==> src/rtl/arb_req_pkg.sv <==
// Shared parameters, types and grant-decode helpers for the 4-way arbitration requester client.
package arb_req_pkg;

    localparam int unsigned NUM_CH     = 4;
    localparam int unsigned DATA_W     = 8;
    localparam int unsigned FIFO_DEPTH = 4;
    localparam int unsigned CNT_W      = 16;
    localparam int unsigned WDOG_LIM   = 16;
    localparam int unsigned CH_W       = $clog2(NUM_CH);
    localparam int unsigned PTR_W      = $clog2(FIFO_DEPTH);
    localparam int unsigned WDOG_W     = $clog2(WDOG_LIM + 1);

    typedef logic [DATA_W-1:0] data_t;
    typedef logic [NUM_CH-1:0] ch_vec_t;
    typedef logic [CH_W-1:0]   ch_idx_t;

    typedef struct packed {
        ch_idx_t ch;
        data_t   data;
    } out_word_t;

    // True when at most one bit is set.
    function automatic logic onehot0(input ch_vec_t v);
        return (v & (v - ch_vec_t'(1))) == '0;
    endfunction

    // Index of the lowest set bit; zero when nothing is set.
    function automatic ch_idx_t lowest_idx(input ch_vec_t v);
        ch_idx_t idx;
        idx = '0;
        for (int i = NUM_CH - 1; i >= 0; i--) begin
            if (v[i]) idx = CH_W'(i);
        end
        return idx;
    endfunction

endpackage

==> src/rtl/arb_req_if.sv <==
// Push, req/grant and shared-output signals between traffic sources, arbiter and the client.
interface arb_req_if;
    import arb_req_pkg::*;

    logic [NUM_CH-1:0]        push_valid;
    logic [NUM_CH-1:0]        push_ready;
    logic [NUM_CH*DATA_W-1:0] push_data;
    ch_vec_t                  req;
    ch_vec_t                  grant;
    logic                     out_valid;
    ch_idx_t                  out_ch;
    data_t                    out_data;
    logic [CNT_W-1:0]         wasted_cnt;
    logic                     err_multi_grant;
    ch_vec_t                  starve;

    modport master (
        output push_valid, push_data, grant,
        input  push_ready, req, out_valid, out_ch, out_data,
        input  wasted_cnt, err_multi_grant, starve
    );

    modport slave (
        input  push_valid, push_data, grant,
        output push_ready, req, out_valid, out_ch, out_data,
        output wasted_cnt, err_multi_grant, starve
    );

endinterface

==> src/rtl/arb_req_chan_fifo.sv <==
// Per-channel synchronous FIFO; pushes while full and pops while empty are ignored.
module arb_req_chan_fifo
    import arb_req_pkg::*;
#(
    parameter int unsigned DEPTH = FIFO_DEPTH,
    parameter int unsigned WIDTH = DATA_W
) (
    input  logic                     clk,
    input  logic                     reset,
    input  logic                     i_push,
    input  logic [WIDTH-1:0]         i_data,
    input  logic                     i_pop,
    output logic [WIDTH-1:0]         o_head,
    output logic                     o_full,
    output logic                     o_empty,
    output logic [$clog2(DEPTH):0]   o_count
);

    localparam int unsigned AW = $clog2(DEPTH);
    localparam logic [AW:0] FULL_CNT = (AW+1)'(DEPTH);

    logic [WIDTH-1:0] r_mem [DEPTH];
    logic [AW-1:0]    r_wr_ptr;
    logic [AW-1:0]    r_rd_ptr;
    logic [AW:0]      r_count;
    logic             w_push;
    logic             w_pop;

    assign w_push = i_push && (r_count != FULL_CNT);
    assign w_pop  = i_pop && (r_count != '0);

    // Storage needs no reset; occupancy is tracked by the pointers.
    always_ff @(posedge clk) begin
        if (w_push) r_mem[r_wr_ptr] <= i_data;
    end

    always_ff @(posedge clk) begin
        if (reset) begin
            r_wr_ptr <= '0;
            r_rd_ptr <= '0;
            r_count  <= '0;
        end else begin
            if (w_push) r_wr_ptr <= r_wr_ptr + AW'(1);
            if (w_pop)  r_rd_ptr <= r_rd_ptr + AW'(1);
            case ({w_push, w_pop})
                2'b10:   r_count <= r_count + (AW+1)'(1);
                2'b01:   r_count <= r_count - (AW+1)'(1);
                default: r_count <= r_count;
            endcase
        end
    end

    assign o_head  = r_mem[r_rd_ptr];
    assign o_full  = (r_count == FULL_CNT);
    assign o_empty = (r_count == '0);
    assign o_count = r_count;

endmodule

==> src/rtl/arb_req_client.sv <==
// Requester-side arbitration client: per-channel FIFOs, grant decode and shared output bus.
// Optional per-channel starvation watchdog enabled by defining ARB_REQ_WDOG_EN.
module arb_req_client
    import arb_req_pkg::*;
(
    input  logic      clk,
    input  logic      reset,
    arb_req_if.slave  bus
);

    ch_vec_t          w_full;
    ch_vec_t          w_empty;
    ch_vec_t          w_req;
    ch_vec_t          w_pop;
    data_t            w_head  [NUM_CH];
    logic [PTR_W:0]   w_count [NUM_CH];
    logic             w_grant_any;
    ch_idx_t          w_sel;
    logic             w_sel_has_word;
    logic             w_do_pop;

    out_word_t        r_out;
    logic             r_out_valid;
    logic [CNT_W-1:0] r_wasted;
    logic             r_err_multi;

    for (genvar g = 0; g < NUM_CH; g++) begin : g_ch
        arb_req_chan_fifo #(
            .DEPTH (FIFO_DEPTH),
            .WIDTH (DATA_W)
        ) u_fifo (
            .clk     (clk),
            .reset   (reset),
            .i_push  (bus.push_valid[g]),
            .i_data  (bus.push_data[g*DATA_W +: DATA_W]),
            .i_pop   (w_pop[g]),
            .o_head  (w_head[g]),
            .o_full  (w_full[g]),
            .o_empty (w_empty[g]),
            .o_count (w_count[g])
        );
    end

    // Only the lowest granted channel is served; a grant to a drained channel is wasted.
    assign w_grant_any    = |bus.grant;
    assign w_sel          = lowest_idx(bus.grant);
    assign w_sel_has_word = (w_count[w_sel] != '0);
    assign w_do_pop       = w_grant_any && w_sel_has_word;
    assign w_req          = ~w_empty;

    always_comb begin
        w_pop = '0;
        if (w_do_pop) w_pop[w_sel] = 1'b1;
    end

    always_ff @(posedge clk) begin
        if (reset) begin
            r_out       <= '0;
            r_out_valid <= 1'b0;
            r_wasted    <= '0;
            r_err_multi <= 1'b0;
        end else begin
            r_out_valid <= w_do_pop;
            if (w_do_pop) begin
                r_out.ch   <= w_sel;
                r_out.data <= w_head[w_sel];
            end
            if (w_grant_any && !w_sel_has_word && (r_wasted != '1)) begin
                r_wasted <= r_wasted + CNT_W'(1);
            end
            if (!onehot0(bus.grant)) r_err_multi <= 1'b1;
        end
    end

`ifdef ARB_REQ_WDOG_EN
    logic [WDOG_W-1:0] r_wdog [NUM_CH];
    ch_vec_t           r_starve;

    // Counts consecutive requesting cycles without a grant; starve latches at the limit.
    always_ff @(posedge clk) begin
        if (reset) begin
            for (int i = 0; i < NUM_CH; i++) r_wdog[i] <= '0;
            r_starve <= '0;
        end else begin
            for (int i = 0; i < NUM_CH; i++) begin
                if (!w_req[i] || bus.grant[i]) begin
                    r_wdog[i] <= '0;
                end else if (r_wdog[i] != WDOG_W'(WDOG_LIM)) begin
                    r_wdog[i] <= r_wdog[i] + WDOG_W'(1);
                    if (r_wdog[i] == WDOG_W'(WDOG_LIM - 1)) r_starve[i] <= 1'b1;
                end
            end
        end
    end

    assign bus.starve = r_starve;
`else
    assign bus.starve = '0;
`endif

    assign bus.req             = w_req;
    assign bus.push_ready      = ~w_full;
    assign bus.out_valid       = r_out_valid;
    assign bus.out_ch          = r_out.ch;
    assign bus.out_data        = r_out.data;
    assign bus.wasted_cnt      = r_wasted;
    assign bus.err_multi_grant = r_err_multi;

endmodule
==> src/flat_wrapper.sv <==
// flat-port wrapper written by rule: the top's interface ports become plain ports
module arb_req_client_flat import arb_req_pkg::*;
  (clk, reset, bus_push_valid, bus_push_data, bus_grant, bus_push_ready, bus_req, bus_out_valid, bus_out_ch, bus_out_data, bus_wasted_cnt, bus_err_multi_grant, bus_starve);
  arb_req_if bus_i ();
  input  logic clk;
  input  logic reset;
  input wire logic [$bits(bus_i.push_valid)-1:0] bus_push_valid;
  input wire logic [$bits(bus_i.push_data)-1:0] bus_push_data;
  input wire logic [$bits(bus_i.grant)-1:0] bus_grant;
  output wire logic [$bits(bus_i.push_ready)-1:0] bus_push_ready;
  output wire logic [$bits(bus_i.req)-1:0] bus_req;
  output wire logic [$bits(bus_i.out_valid)-1:0] bus_out_valid;
  output wire logic [$bits(bus_i.out_ch)-1:0] bus_out_ch;
  output wire logic [$bits(bus_i.out_data)-1:0] bus_out_data;
  output wire logic [$bits(bus_i.wasted_cnt)-1:0] bus_wasted_cnt;
  output wire logic [$bits(bus_i.err_multi_grant)-1:0] bus_err_multi_grant;
  output wire logic [$bits(bus_i.starve)-1:0] bus_starve;
  assign bus_i.push_valid = bus_push_valid;
  assign bus_i.push_data = bus_push_data;
  assign bus_i.grant = bus_grant;
  assign bus_push_ready = bus_i.push_ready;
  assign bus_req = bus_i.req;
  assign bus_out_valid = bus_i.out_valid;
  assign bus_out_ch = bus_i.out_ch;
  assign bus_out_data = bus_i.out_data;
  assign bus_wasted_cnt = bus_i.wasted_cnt;
  assign bus_err_multi_grant = bus_i.err_multi_grant;
  assign bus_starve = bus_i.starve;
  arb_req_client u_core (.clk(clk), .reset(reset), .bus(bus_i));
endmodule
==> config.mk <==
export PLATFORM = sky130hd
export DESIGN_NAME = arb_req_client_flat
export DESIGN_NICKNAME = d
export VERILOG_FILES = /design/src/rtl/arb_req_pkg.sv /design/src/rtl/arb_req_if.sv /design/src/rtl/arb_req_chan_fifo.sv /design/src/rtl/arb_req_client.sv /design/src/flat_wrapper.sv
export SDC_FILE = /design/constraint.sdc
export NUM_CORES = 1
export LEC_CHECK = 0
export CORE_ASPECT_RATIO = 1.1
export CORE_MARGIN = 10
export CORE_UTILIZATION = 35
export CTS_BUF_LIST = sky130_fd_sc_hd__clkbuf_4
export DETAILED_ROUTE_END_ITERATION = 10
export GPL_ROUTABILITY_DRIVEN = 0
export SLEW_MARGIN = 0
export SYNTH_ARGS = -nofsm -noshare
export SYNTH_HDL_FRONTEND = slang
export SYNTH_SLANG_ARGS = --single-unit
==> constraint.sdc <==
create_clock -name clk -period 6.45 [get_ports clk]
set_input_delay 1.29 -clock clk [delete_from_list [all_inputs] [get_ports clk]]
set_output_delay 1.29 -clock clk [all_outputs]
set_load 0.005 [all_outputs]
==> impl_metrics.yaml <==
detailed_routing:
  drt_pre_antenna_iters: 4
  route.vias.total: 4799
  drtIter0Drc: 278
  avgViaCountPerCell: 5.062
  route.detailed.wl_per_inst_um: 18.59
  route.detailed.drc: 0
  final_ant_viol_nets: 0
  routed_wl_um: 17630
synth:
  post-synth-top-count-cell: "sky130_fd_sc_hd__edfxtp_1"
  netlist.area_leader.share_pct: 47.96
  yosysTopAreaCell: "sky130_fd_sc_hd__edfxtp_1"
  yosys-top-cells-area: "sky130_fd_sc_hd__edfxtp_1, sky130_fd_sc_hd__dfxtp_1, sky130_fd_sc_hd__mux4_2"
  synth-warning-count: 0
  synth_top_cells_by_count: "sky130_fd_sc_hd__edfxtp_1, sky130_fd_sc_hd__dfxtp_1, sky130_fd_sc_hd__a21oi_1"
  avgSynthCellArea_um2: 14.11
  netlist_area_mm2: 0.008015
  yosysSeqAreaShare_pct: 63.94
  synth_edf_count: 128
  ys_types: 47
  async_reset_ff_share_pct: 0
  postSynthRegisterBits: 192
  synthesis.instances: 568
  ys.flop_type: "sky130_fd_sc_hd__edfxtp_1"
worst_setup_path:
  critical_path.cell_chain: "clkdlybuf4s50_1 -> nor3b_2 -> a222oi_1 -> o211ai_2 -> buf_4 -> and2_1 -> ha_1 -> inv_1 -> fa_1 -> xor2_1 -> or3_1 -> a21oi_1"
  classification_of_the_worst_setup_path: "input pin to flip-flop"
  timing.critical_path.arrival_ps: 4970
  endpoint_kind: "flip-flop"
  startpoint_type: "input pin"
  critical_path_peak_fanout: 46
  critPathRequiredTime_ps: 6930
  buf_inv_stages_crit_path: 3
  path_delay_family: "buffers and inverters"
  critical-path-max-stage-delay_ps: 740
  critical-path-slowest-cell: "sky130_fd_sc_hd__clkdlybuf4s50_1"
pwr:
  p_sw_share_pct: 27.34
  internal_power_mw: 2.065
  vdd_ir_drop_max_mv: 0.1268
  report.power.total_mw: 2.841
  power.share.clock_pct: 26.7
  power_switching_mw: 0.7769
  power.combinational.fraction_pct: 19.9
  sequential_power_share_pct: 53.4
  pwr_density_cell_mw_per_mm2: 303.0
  leakage_power_summed_over_all_cells_nw: 3.104
clock_network:
  cts_root_buffer: "sky130_fd_sc_hd__clkbuf_4"
  tritoncts_clock_tree: "built"
  hold_buffers: 0
  worst_skew_pair.late_latency_ps: 570
  ctsLongestPathBuffers: 2
  h-tree-depth: 4
  clk_transition_reported_paths_ps: 160
  tritoncts_num_sinks: 192
  post_cts_resize_count: 0
  cts_buffers: 17
  post_cts.repair.setup_buffers: 0
placed_design:
  io_buffers: 77
  dpl.hpwl_um: 12820
global_routing:
  grt_pass1_vias: 4896
  gr-usage-all-layers_pct: 12.02
  grt_max_degree: 62
  gr-total-overflow: 0
  grt_first_pass_wirelength_um: 27170
  initial_antenna_violation_count: 1
cells_and_area:
  syn_to_final_growth_pct: 16.98
  drive_gt1_share_pct: 10.97
  num-nets-final: 701
  fill_count: 2063
timing:
  totalNegativeSetupSlack_ps: 0
  fin_crit_ps: 4493
  grt_setup_unrepaired: "false"
  fin_skew_ps: 28.93
  setup-violations-final: 0
  worst_slew_pin_slew_ps: 1124
  final-hold-violation-count: 0
  hold-worst-slack_ps: 497.1
  layout_worst_path_cycle_share_pct: 69.66
  timing.fmax_ghz: 0.2226
  drv_slew: 0
  timing.slew.headroom_pct: 25.06
floorplan:
  core_area_mm2: 0.02271
  die_area_mm2: 0.02936
  io-pin-count: 82
  core.rowCount: 58
  die_h_um: 178.7
  fp.dieW_um: 164.3
  start_util_pct: 35.29
status:
  outcome: "completed"
min_path:
  hold_path.class: "flip-flop to flip-flop"
flow_run:
  max_cap_violations: 0
area by class of cell:
cell class | count | area (um2) | area share [%]
diodes | 1 | 2.502 | 0.02669
clock inverters | 12 | 206.4 | 2.202
clock buffers | 20 | 150.1 | 1.601
well taps | 300 | 375.4 | 4.003
repair buffers | 78 | 773.2 | 8.247
multi-input cells | 317 | 2639 | 28.14
inverters | 28 | 105.1 | 1.121
flip-flops and latches | 192 | 5125 | 54.66
metal layers:
metal	wire length (um)	up-vias	GRT usage, %	share of wire, %
met4	213	0	4.136	1.2
met5	0	-	0	0
li1	-	2280	-	-
met3	975	12	3.491	5.5
met2	8838	125	20.07	50
met1	7598	2382	14.55	43
through the flow:
| stage | cells | utilization (%) | worst slack [ps] | instance area (um2) |
|---|---|---|---|---|
| finish | 948 | 41.28 | 1957 | 9376 |
| global route | 948 | 41.28 | 1747 | 9376 |
| CTS | 947 | 41.27 | 2013 | 9374 |
| detailed placement | 915 | 39.70 | 1360 | 9017 |
| global placement | 915 | 39.70 | 1616 | 9017 |
| floorplan | 571 | - | 2632 | 8026 |
sequential cells by signal, indices dropped and copies added (netlist names), named ones only:
signal                       cells
u_core.bus.err_multi_grant       1
u_core.bus.out_ch                2
u_core.bus.out_data              8
u_core.bus.out_valid             1
u_core.bus.wasted_cnt           16
u_core.g_ch.u_fifo.o_count      12
u_core.g_ch.u_fifo.r_mem       128
u_core.g_ch.u_fifo.r_rd_ptr      8
u_core.g_ch.u_fifo.r_wr_ptr      8
power by group through the flow:
stage	combinational (mW)	clock, mW	sequential (mW)
4_1_cts	0.572	0.785	1.52
3_5_place_dp	0.569	0	1.55
5_1_grt	0.626	0.831	1.53
6_report	0.565	0.760	1.52
3_3_place_gp	0.549	0	1.54
2_1_floorplan	0.356	0	1.51
worst paths after layout:
| path | start | endpoint | slack [ps] | depth (start not counted) |
|---|---|---|---|---|
| setup / recovery | bus_grant[2] | u_core.g_ch[0].u_fifo.o_count[2] | 1960 | 12 |
| hold / removal | u_core.bus.err_multi_grant | u_core.bus.err_multi_grant | 500 | 2 |
| setup reg to reg | u_core.g_ch[0].u_fifo.o_count[0] | u_core.g_ch[0].u_fifo.o_count[2] | 3480 | 11 |
| hold reg to reg | u_core.bus.err_multi_grant | u_core.bus.err_multi_grant | 500 | 2 |
worst min-delay path: cells and delay by family (launching register included):
family / cells / cell delay (ps)
DFF: 1 / 340
and+or+nand+nor: 2 / 130
kinds of logic after synthesis:
family	count (synthesis)	share of synthesized area, %
buffers and inverters	62	3.278
and+or+nand+nor	146	10.27
AOI/OAI and AO/OA	91	7.103
DFF	192	63.94
other	1	0.04679
adders and majority gates	26	4.402
muxes	32	8.992
xor gates and xnor gates	18	1.967
layout by cell type (no fill, tap or decap), drive strengths merged, types with 7 or more instances in the layout:
cell type,count
nor2,30
ha,21
edfxtp,128
nor3,7
or3,20
a22o,8
nand3,12
clkdlybuf4s50,76
xnor2,7
and3,20
clkbuf,20
nand2,14
dfxtp,64
inv,30
a21oi,40
o21ai,17
a211oi,8
and2,9
xor2,11
mux4,32
nand4,7
a221oi,9
Note: power is estimated with default switching activity, not from simulation.
